**src/rtl/digit_entry_pkg.sv**
```systemverilog
// Shared types and constants for the keypad digit-entry stage.
package digit_entry_pkg;
  typedef enum logic [1:0] {ENTRY, LAUNCH, WAIT_BUSY, WAIT_DONE} state_e;
  localparam int         NIB_W   = 4;
  localparam logic [3:0] DEC_MAX = 4'd9;
endpackage

```
**src/rtl/digit_entry_key_debounce.sv**
```systemverilog
// Two-flop synchronizer, stable-sample debounce counter and press pulse for one active-low key.
module key_debounce #(
  parameter int DEB_CNT = 50000
) (
  input  logic clk,
  input  logic reset,
  input  logic key_n,
  output logic press
);
  localparam int CW = $clog2(DEB_CNT + 1);

  logic          sync1_q, sync2_q;
  logic          level_q, level_d;
  logic          last_q;
  logic          press_q, press_d;
  logic [CW-1:0] cnt_q, cnt_d;

  // Level flips on the DEB_CNT-th consecutive disagreeing sample; any agreement restarts the count.
  always_comb begin
    level_d = level_q;
    cnt_d   = '0;
    if (sync2_q != level_q) begin
      if (cnt_q == CW'(DEB_CNT - 1)) level_d = sync2_q;
      else                           cnt_d   = cnt_q + 1'b1;
    end
    press_d = last_q & ~level_q;
  end

  always_ff @(posedge clk) begin
    if (reset) begin
      sync1_q <= 1'b1;
      sync2_q <= 1'b1;
      level_q <= 1'b1;
      last_q  <= 1'b1;
      press_q <= 1'b0;
      cnt_q   <= '0;
    end else begin
      sync1_q <= key_n;
      sync2_q <= sync1_q;
      level_q <= level_d;
      last_q  <= level_q;
      press_q <= press_d;
      cnt_q   <= cnt_d;
    end
  end

  assign press = press_q;
endmodule

```
**src/rtl/digit_entry.sv**
```systemverilog
// Decimal keypad entry: BCD/binary accumulation, launch of the square-root core, lock while it runs.
module digit_entry
  import digit_entry_pkg::*;
#(
  parameter int NDIG    = 4,
  parameter int VW      = 14,
  parameter int DEB_CNT = 50000
) (
  input  logic                  clk,
  input  logic                  reset,
  input  logic [3:0]            dec,
  input  logic                  key_enter_n,
  input  logic                  key_go_n,
  input  logic                  key_clr_n,
  input  logic                  busy,
  output logic [NIB_W*NDIG-1:0] bcd,
  output logic [2:0]            ndig,
  output logic [VW-1:0]         value,
  output logic                  start,
  output logic                  locked
);
  logic enter_ev, go_ev, clr_ev;

  key_debounce #(.DEB_CNT(DEB_CNT)) u_enter (.clk(clk), .reset(reset), .key_n(key_enter_n), .press(enter_ev));
  key_debounce #(.DEB_CNT(DEB_CNT)) u_go    (.clk(clk), .reset(reset), .key_n(key_go_n),    .press(go_ev));
  key_debounce #(.DEB_CNT(DEB_CNT)) u_clr   (.clk(clk), .reset(reset), .key_n(key_clr_n),   .press(clr_ev));

  state_e                state_q, state_d;
  logic [NIB_W*NDIG-1:0] bcd_q, bcd_d;
  logic [VW-1:0]         value_q, value_d;
  logic [2:0]            ndig_q, ndig_d;
  logic                  start_q, start_d;
  logic                  locked_q, locked_d;

  // Key events are only honoured in ENTRY; everywhere else the operand is frozen for the core.
  always_comb begin
    state_d = state_q;
    bcd_d   = bcd_q;
    value_d = value_q;
    ndig_d  = ndig_q;
    unique case (state_q)
      ENTRY: begin
        if (clr_ev) begin
          bcd_d   = '0;
          value_d = '0;
          ndig_d  = '0;
        end else if (go_ev) begin
          if (ndig_q != 3'd0) state_d = LAUNCH;
        end else if (enter_ev && ndig_q < 3'(NDIG) && dec <= DEC_MAX) begin
          bcd_d   = {bcd_q[NIB_W*NDIG-NIB_W-1:0], dec};
          value_d = (value_q << 3) + (value_q << 1) + VW'(dec);
          ndig_d  = ndig_q + 3'd1;
        end
      end
      LAUNCH:    state_d = WAIT_BUSY;
      WAIT_BUSY: if (busy)  state_d = WAIT_DONE;
      WAIT_DONE: if (!busy) state_d = ENTRY;
      default:   state_d = ENTRY;
    endcase
    start_d  = (state_d == LAUNCH);
    locked_d = (state_d != ENTRY);
  end

  always_ff @(posedge clk) begin
    if (reset) begin
      state_q  <= ENTRY;
      bcd_q    <= '0;
      value_q  <= '0;
      ndig_q   <= '0;
      start_q  <= 1'b0;
      locked_q <= 1'b0;
    end else begin
      state_q  <= state_d;
      bcd_q    <= bcd_d;
      value_q  <= value_d;
      ndig_q   <= ndig_d;
      start_q  <= start_d;
      locked_q <= locked_d;
    end
  end

  assign bcd    = bcd_q;
  assign ndig   = ndig_q;
  assign value  = value_q;
  assign start  = start_q;
  assign locked = locked_q;
endmodule

```
**config.mk**
```make
export PLATFORM = sky130hd
export DESIGN_NAME = digit_entry
export DESIGN_NICKNAME = d
export VERILOG_FILES = /design/src/rtl/digit_entry_pkg.sv /design/src/rtl/digit_entry_key_debounce.sv /design/src/rtl/digit_entry.sv
export SDC_FILE = /design/constraint.sdc
export NUM_CORES = 1
export LEC_CHECK = 0
export CAP_MARGIN = 10
export CORE_UTILIZATION = 50
export DETAILED_ROUTE_END_ITERATION = 8
export DONT_BUFFER_PORTS = 1
export GPL_TIMING_DRIVEN = 0
export PLACE_DENSITY_LB_ADDON = 0.05
export SLEW_MARGIN = 20
export SYNTH_ARGS = -nofsm -noshare
export SYNTH_HDL_FRONTEND = slang
export SYNTH_SLANG_ARGS = --single-unit
```
**constraint.sdc**
```tcl
create_clock -name clk -period 2.75 [get_ports clk]
set_input_delay 0.825 -clock clk [delete_from_list [all_inputs] [get_ports clk]]
set_output_delay 0.825 -clock clk [all_outputs]
set_load 0.01 [all_outputs]
```
# After elaboration in Yosys (flattened, before gate mapping)
# Index checks and enable logic that the tools add are counted.
[totals]
register_bits = 100
in_bits = 10
output_inout_bits = 35
word_cells = 80
[op_classes]
n_addsub = 6
n_lt_le_gt_ge = 2
eq_ne = 11
muxes = 15
bitwise = 9
reduce_logical = 13
[ops]
columns = ["cell", "n"]
rows = [
  ["adder 16 x 1 -> 16 bit (second input constant)", 3],
  ["equality test 16 bit (second input constant)", 3],
  ["2-to-1 mux 16 bit", 3],
  ["2-to-1 mux 14 bit", 3],
  ["adder 14 bit", 1],
  ["adder 14 x 4 -> 14 bit", 1],
  ["2-to-1 mux 2 bit", 5],
  ["2-to-1 mux 3 bit", 3],
  ["OR reduction 3 bit", 3],
  ["case mux 2 bit (4 select lines)", 1],
  ["NOT 1 bit", 6],
  ["AND reduction 2 bit", 3],
  ["equality test 2 x 1 -> 1 bit (second input constant)", 2],
  ["equality test 2 bit (second input constant)", 2],
  ["less-or-equal comparator 4 bit (second input constant)", 1],
  ["nonzero test 2 bit", 2],
  ["adder 3 x 1 -> 3 bit (second input constant)", 1],
  ["AND 1 bit", 3],
  ["< comparator 3 bit (second input constant)", 1],
  ["inequality test 1 bit", 3],
  ["AND reduction 3 bit", 1],
  ["nonzero test 3 bit", 1],
  ["logical AND 1 bit", 2],
  ["logical NOT 2 bit", 1],
  ["inequality test 2 x 1 -> 1 bit (second input constant)", 1],
]

# Depth between registers and ports, before layout
[logic_depth]
depth_word = 6
mapped_depth = 10
mapped_depth_nobuf = 10

# Modules after synthesis
# Synthesis repeated with hierarchy kept, for this count alone.
[unflattened]
hier_cells = 528
hier_area_um2 = 4672.0
[by_module_without_submodules]
columns = ["module", "instances", "cells_per_inst", "area_per_inst_um2", "seq_area_each_um2"]
rows = [
  ["key_debounce", 3, 93, 852.1, 420.4],
  ["digit_entry", 1, 249, 2115.8, 720.7],
]

# Least setup slack after synthesis
# OpenSTA, ideal clock, no wires.
[synth_timing]
path_kind = "input to register"
startpoint = "in dec[3]"
endpoint = "reg value_q[11], in the netlist value[11]"
setup_ns = 0.129
arrival_time_ns = 2.848
required_ns = 2.621
setup_slack_ns = -0.227
path_stages = 10
n_path_buf = 0
cell_sequence = "inv_1 -> fa_1 -> inv_1 -> ha_1 -> a21oi_1 -> nor2b_1 -> a311o_1 -> a311oi_1 -> xor2_1 -> o21ai_1"
[synth_via]
elab_chain_cells = 4
elab_cells_between_ends = 8
classes_between = "1 x add/sub; 1 x order compare; 3 x mux; 3 x reduce/logical"
[synth_lines]
columns = ["item", "line_no", "source"]
rows = [
  ["start, declared", "digit_entry.sv:11", "input logic [3:0] dec,"],
  ["adder 14 x 4 -> 14 bit / less-or-equal comparator 4 bit (equally long branches)", "digit_entry.sv:51, digit_entry.sv:49", ""],
  ["2-to-1 mux 14 bit / logical AND 1 bit (equally long branches)", "digit_entry.sv:49", "end else if (enter_ev && ndig_q < 3'(NDIG) && dec <= DEC_MAX) begin"],
  ["2-to-1 mux 14 bit / nonzero test 2 bit (equally long branches)", "-", ""],
  ["2-to-1 mux 14 bit / AND reduction 3 bit (equally long branches)", "-", ""],
  ["end signal, assigned", "digit_entry.sv:75", "value_q <= value_d;"],
  ["end, declared", "digit_entry.sv:30", "logic [VW-1:0] value_q, value_d;"],
]
# Parallel ways exist; a longest one is shown, timed or not. The select of a mux whose other input is x is not followed.
# A chain may end at the register's enable or synchronous reset.

# Final worst setup path
# Ends and elaborated chain as after synthesis.

==> results.sh <==
export IMPL_synth_area_sq_um=4570
export IMPL_hpwl_mm=6.57
export IMPL_clkTransAtPathRegs_ns=0.09
export IMPL_wl_met1_mm=4.26
export IMPL_gr_total_overflow=0
export IMPL_wl_met3_um=225
export IMPL_p_per_area_nw_per_um2=493
export IMPL_cts_root_buf="clkbuf_8"
export IMPL_fin_nets=567
export IMPL_synth_top_area_share_pct=43.4
export IMPL_synth_most_common_cell="nor2_1"
export IMPL_drtAntennaViolNets=0
export IMPL_drv_cap=0
export IMPL_dpl_cell_count=624
export IMPL_die_height_um=97.6
export IMPL_numCtsBuffers=9
export IMPL_hold_path_class="flip-flop to flip-flop"
export IMPL_status="finished, violations left"
export IMPL_path_max_fanout=4
export IMPL_cp_required_ns=3.00
export IMPL_drv_slew=0
export IMPL_wl_met2_mm=4.28
export IMPL_cts_buffer_depth=2
export IMPL_synth_seq_cells=99
export IMPL_synth_cell_types=51
export IMPL_cts_sinks=99
export IMPL_seq_area_frac_synth_pct=43.4
export IMPL_crit_path_end_kind="flip-flop"
export IMPL_num_antenna_cells=0
export IMPL_vdd_ir_drop_max_uv=275
export IMPL_fin_cells=641
export IMPL_synth_cells=516
export IMPL_syn_nets=555
export IMPL_setup_viol=0
export IMPL_fmax_mhz=380
export IMPL_relSlewSlack_pct=62.3
export IMPL_hold_viol_final=0
export IMPL_tightest_slew_ns=0.565
export IMPL_cts_tree="built"
export IMPL_async_flop_share_pct=0
export IMPL_synthTopCellsByCount="104 x nor2_1, 99 x dfxtp_1, 31 x nand2_1"
export IMPL_syn_avg_cell_area_sq_um=8.86
export IMPL_synth_edff_count=0
export IMPL_violations="design-rule violations"
export IMPL_h_tree_depth=3
export IMPL_finalCritPeriodShare_pct=95.8
export IMPL_worst_hold_slack_ns=0.412
export IMPL_via_per_inst=5.38
export IMPL_die_x_um=97.6
export IMPL_leakagePower_nw=1.87
export IMPL_preCtsSetupSlack_ns=-0.242
export IMPL_dr_pass1_iters=7
export IMPL_routabilityCongestion=0.795
export IMPL_drt_wirelength_per_cell_um=13.9
export IMPL_power_mw=2.44
export IMPL_ys_warn_count=0
export IMPL_drtIter0Drc=149
export IMPL_core_area_sq_um=8810
export IMPL_grt_pass1_wl_mm=15.6
export IMPL_critPathKind="input port to flip-flop"
export IMPL_dieArea_sq_um=9530
export IMPL_synthTopCellsByArea="dfxtp_1 43%, nor2_1 8.5%, ha_1 7.4%"
export IMPL_num_vias=3448
export IMPL_critPathArrivalTime_ns=2.88
export IMPL_rows=34
export IMPL_track_usage_pct=20.4
export IMPL_highest_layer="met4"
export IMPL_tns_ns=0
export IMPL_synthFlopType="dfxtp_1"
export IMPL_drive_above_1_share_pct=8.63
export IMPL_layout_min_cycle_time_ns=2.63
export IMPL_worst_slack_ns=0.115
export IMPL_pin_count=45
export IMPL_grt_max_degree=18
export IMPL_hold_buffers=0
export IMPL_remaining_drc_errors=4
export IMPL_antenna_found_initial=0
export IMPL_synth_top_area_cell="dfxtp_1"
export IMPL_numPortBuffers=0
export IMPL_syn2layout_area_growth_pct=8.29
export IMPL_insertion_delay_ns=0.37
export IMPL_rsz0062_at_grt="no"
export IMPL_start_kind="input port"
export IMPL_grt_pass1_vias=3272
export IMPL_finClkSkew_ns=0.0166
export IMPL_wirelength_mm=8.88
export IMPL_initial_core_util_pct=51.9
export IMPL_fill_cells=844
## per-layer routing
layer / GRT usage, % / up-vias
met5: 0 / -
met4: 6.41 / 0
met3: 4.24 / 11
met2: 33.9 / 37
met1: 26.5 / 1623
li1: - / 1777
## critical path, cell delays in order
cell	delay, ns
inv_8	0.02
fa_1	0.57
inv_1	0.09
ha_4	0.22
a21oi_2	0.12
nor2b_1	0.07
a311o_1	0.43
a311oi_2	0.32
xor2_1	0.17
o21ai_1	0.06
## timing repair
item / CTS / global route
buffers inserted: 0 / 1
hold endpoints to repair: 0 / 0
pin swaps: 0 / 4
setup endpoints to repair: 2 / 4
resized for setup: 2 / 4
## metrics by stage
step	util, %	instance area [sq um]
3_5_place_dp	53.6	4720
4_1_cts	55.9	4920
6_report	56.2	4950
3_3_place_gp	53.6	4720
2_1_floorplan	-	4580
5_1_grt	56.2	4950
## final timing paths
check	to	from	depth (start not counted)	slack [ns]
max	value[11]	dec[3]	10	0.12
min	u_enter.press	u_enter.last_q	2	0.41
max reg2reg	value[11]	bcd[0]	10	0.15
min reg2reg	u_enter.press	u_enter.last_q	2	0.41
## registers in the layout (all words and copies together) (netlist names), 2 cells and up
register       count
u_go.cnt_q        16
u_enter.cnt_q     16
ndig               3
u_clr.cnt_q       16
bcd               16
state_q            2
value             13
## kinds of logic (layout without fill, tap and decap cells)
kind of cell / Yosys count / after routing / synth area share, %
AND/OR/NAND/NOR: 239 / 239 / 26.3
adder cells (fa/ha/maj): 29 / 29 / 8.27
multiplexers: 3 / 3 / 0.657
flip-flops: 99 / 99 / 43.4
XOR/XNOR: 53 / 53 / 10.2
AO/OA/AOI/OAI: 58 / 58 / 8.10
buffers and inverters: 35 / 52 / 3.15
## layout by cell type (no fill, tap or decap), types with 4 or more instances in the layout
| cell type | instances |
|---|---|
| o21ai_1 | 4 |
| xnor2_1 | 25 |
| nand2_1 | 31 |
| inv_1 | 16 |
| ha_1 | 26 |
| clkbuf_1 | 15 |
| nor4_1 | 6 |
| or2_2 | 12 |
| nand4_1 | 10 |
| nor2b_1 | 4 |
| dfxtp_1 | 97 |
| nand2b_1 | 4 |
| a21oi_1 | 27 |
| nand3_1 | 12 |
| nor2_1 | 104 |
| clkbuf_8 | 9 |
| xor2_1 | 28 |
| nor3b_1 | 21 |
| and3_1 | 9 |
| nor3_1 | 11 |
## area by class of cell
type | instances | area [sq um] | share of cell area (%)
multi-input combinational | 382 | 2470 | 49.8
clock inverter | 6 | 71.3 | 1.44
sequential | 99 | 1990 | 40.2
tap | 108 | 135 | 2.73
timing repair buffer | 1 | 7.51 | 0.152
clock buffer | 10 | 128 | 2.58
inverter | 17 | 71.3 | 1.44
buffer | 18 | 80.1 | 1.62
## where the power goes
| group | total (mW) | switching [mW] | internal (mW) |
|---|---|---|---|
| Clock | 0.960 | 0.527 | 0.433 |
| Sequential | 1.44 | 0.00275 | 1.44 |
| Combinational | 0.0409 | 0.0278 | 0.0131 |
| Total | 2.44 | 0.557 | 1.88 |
Power figures use the tool's default switching activity.
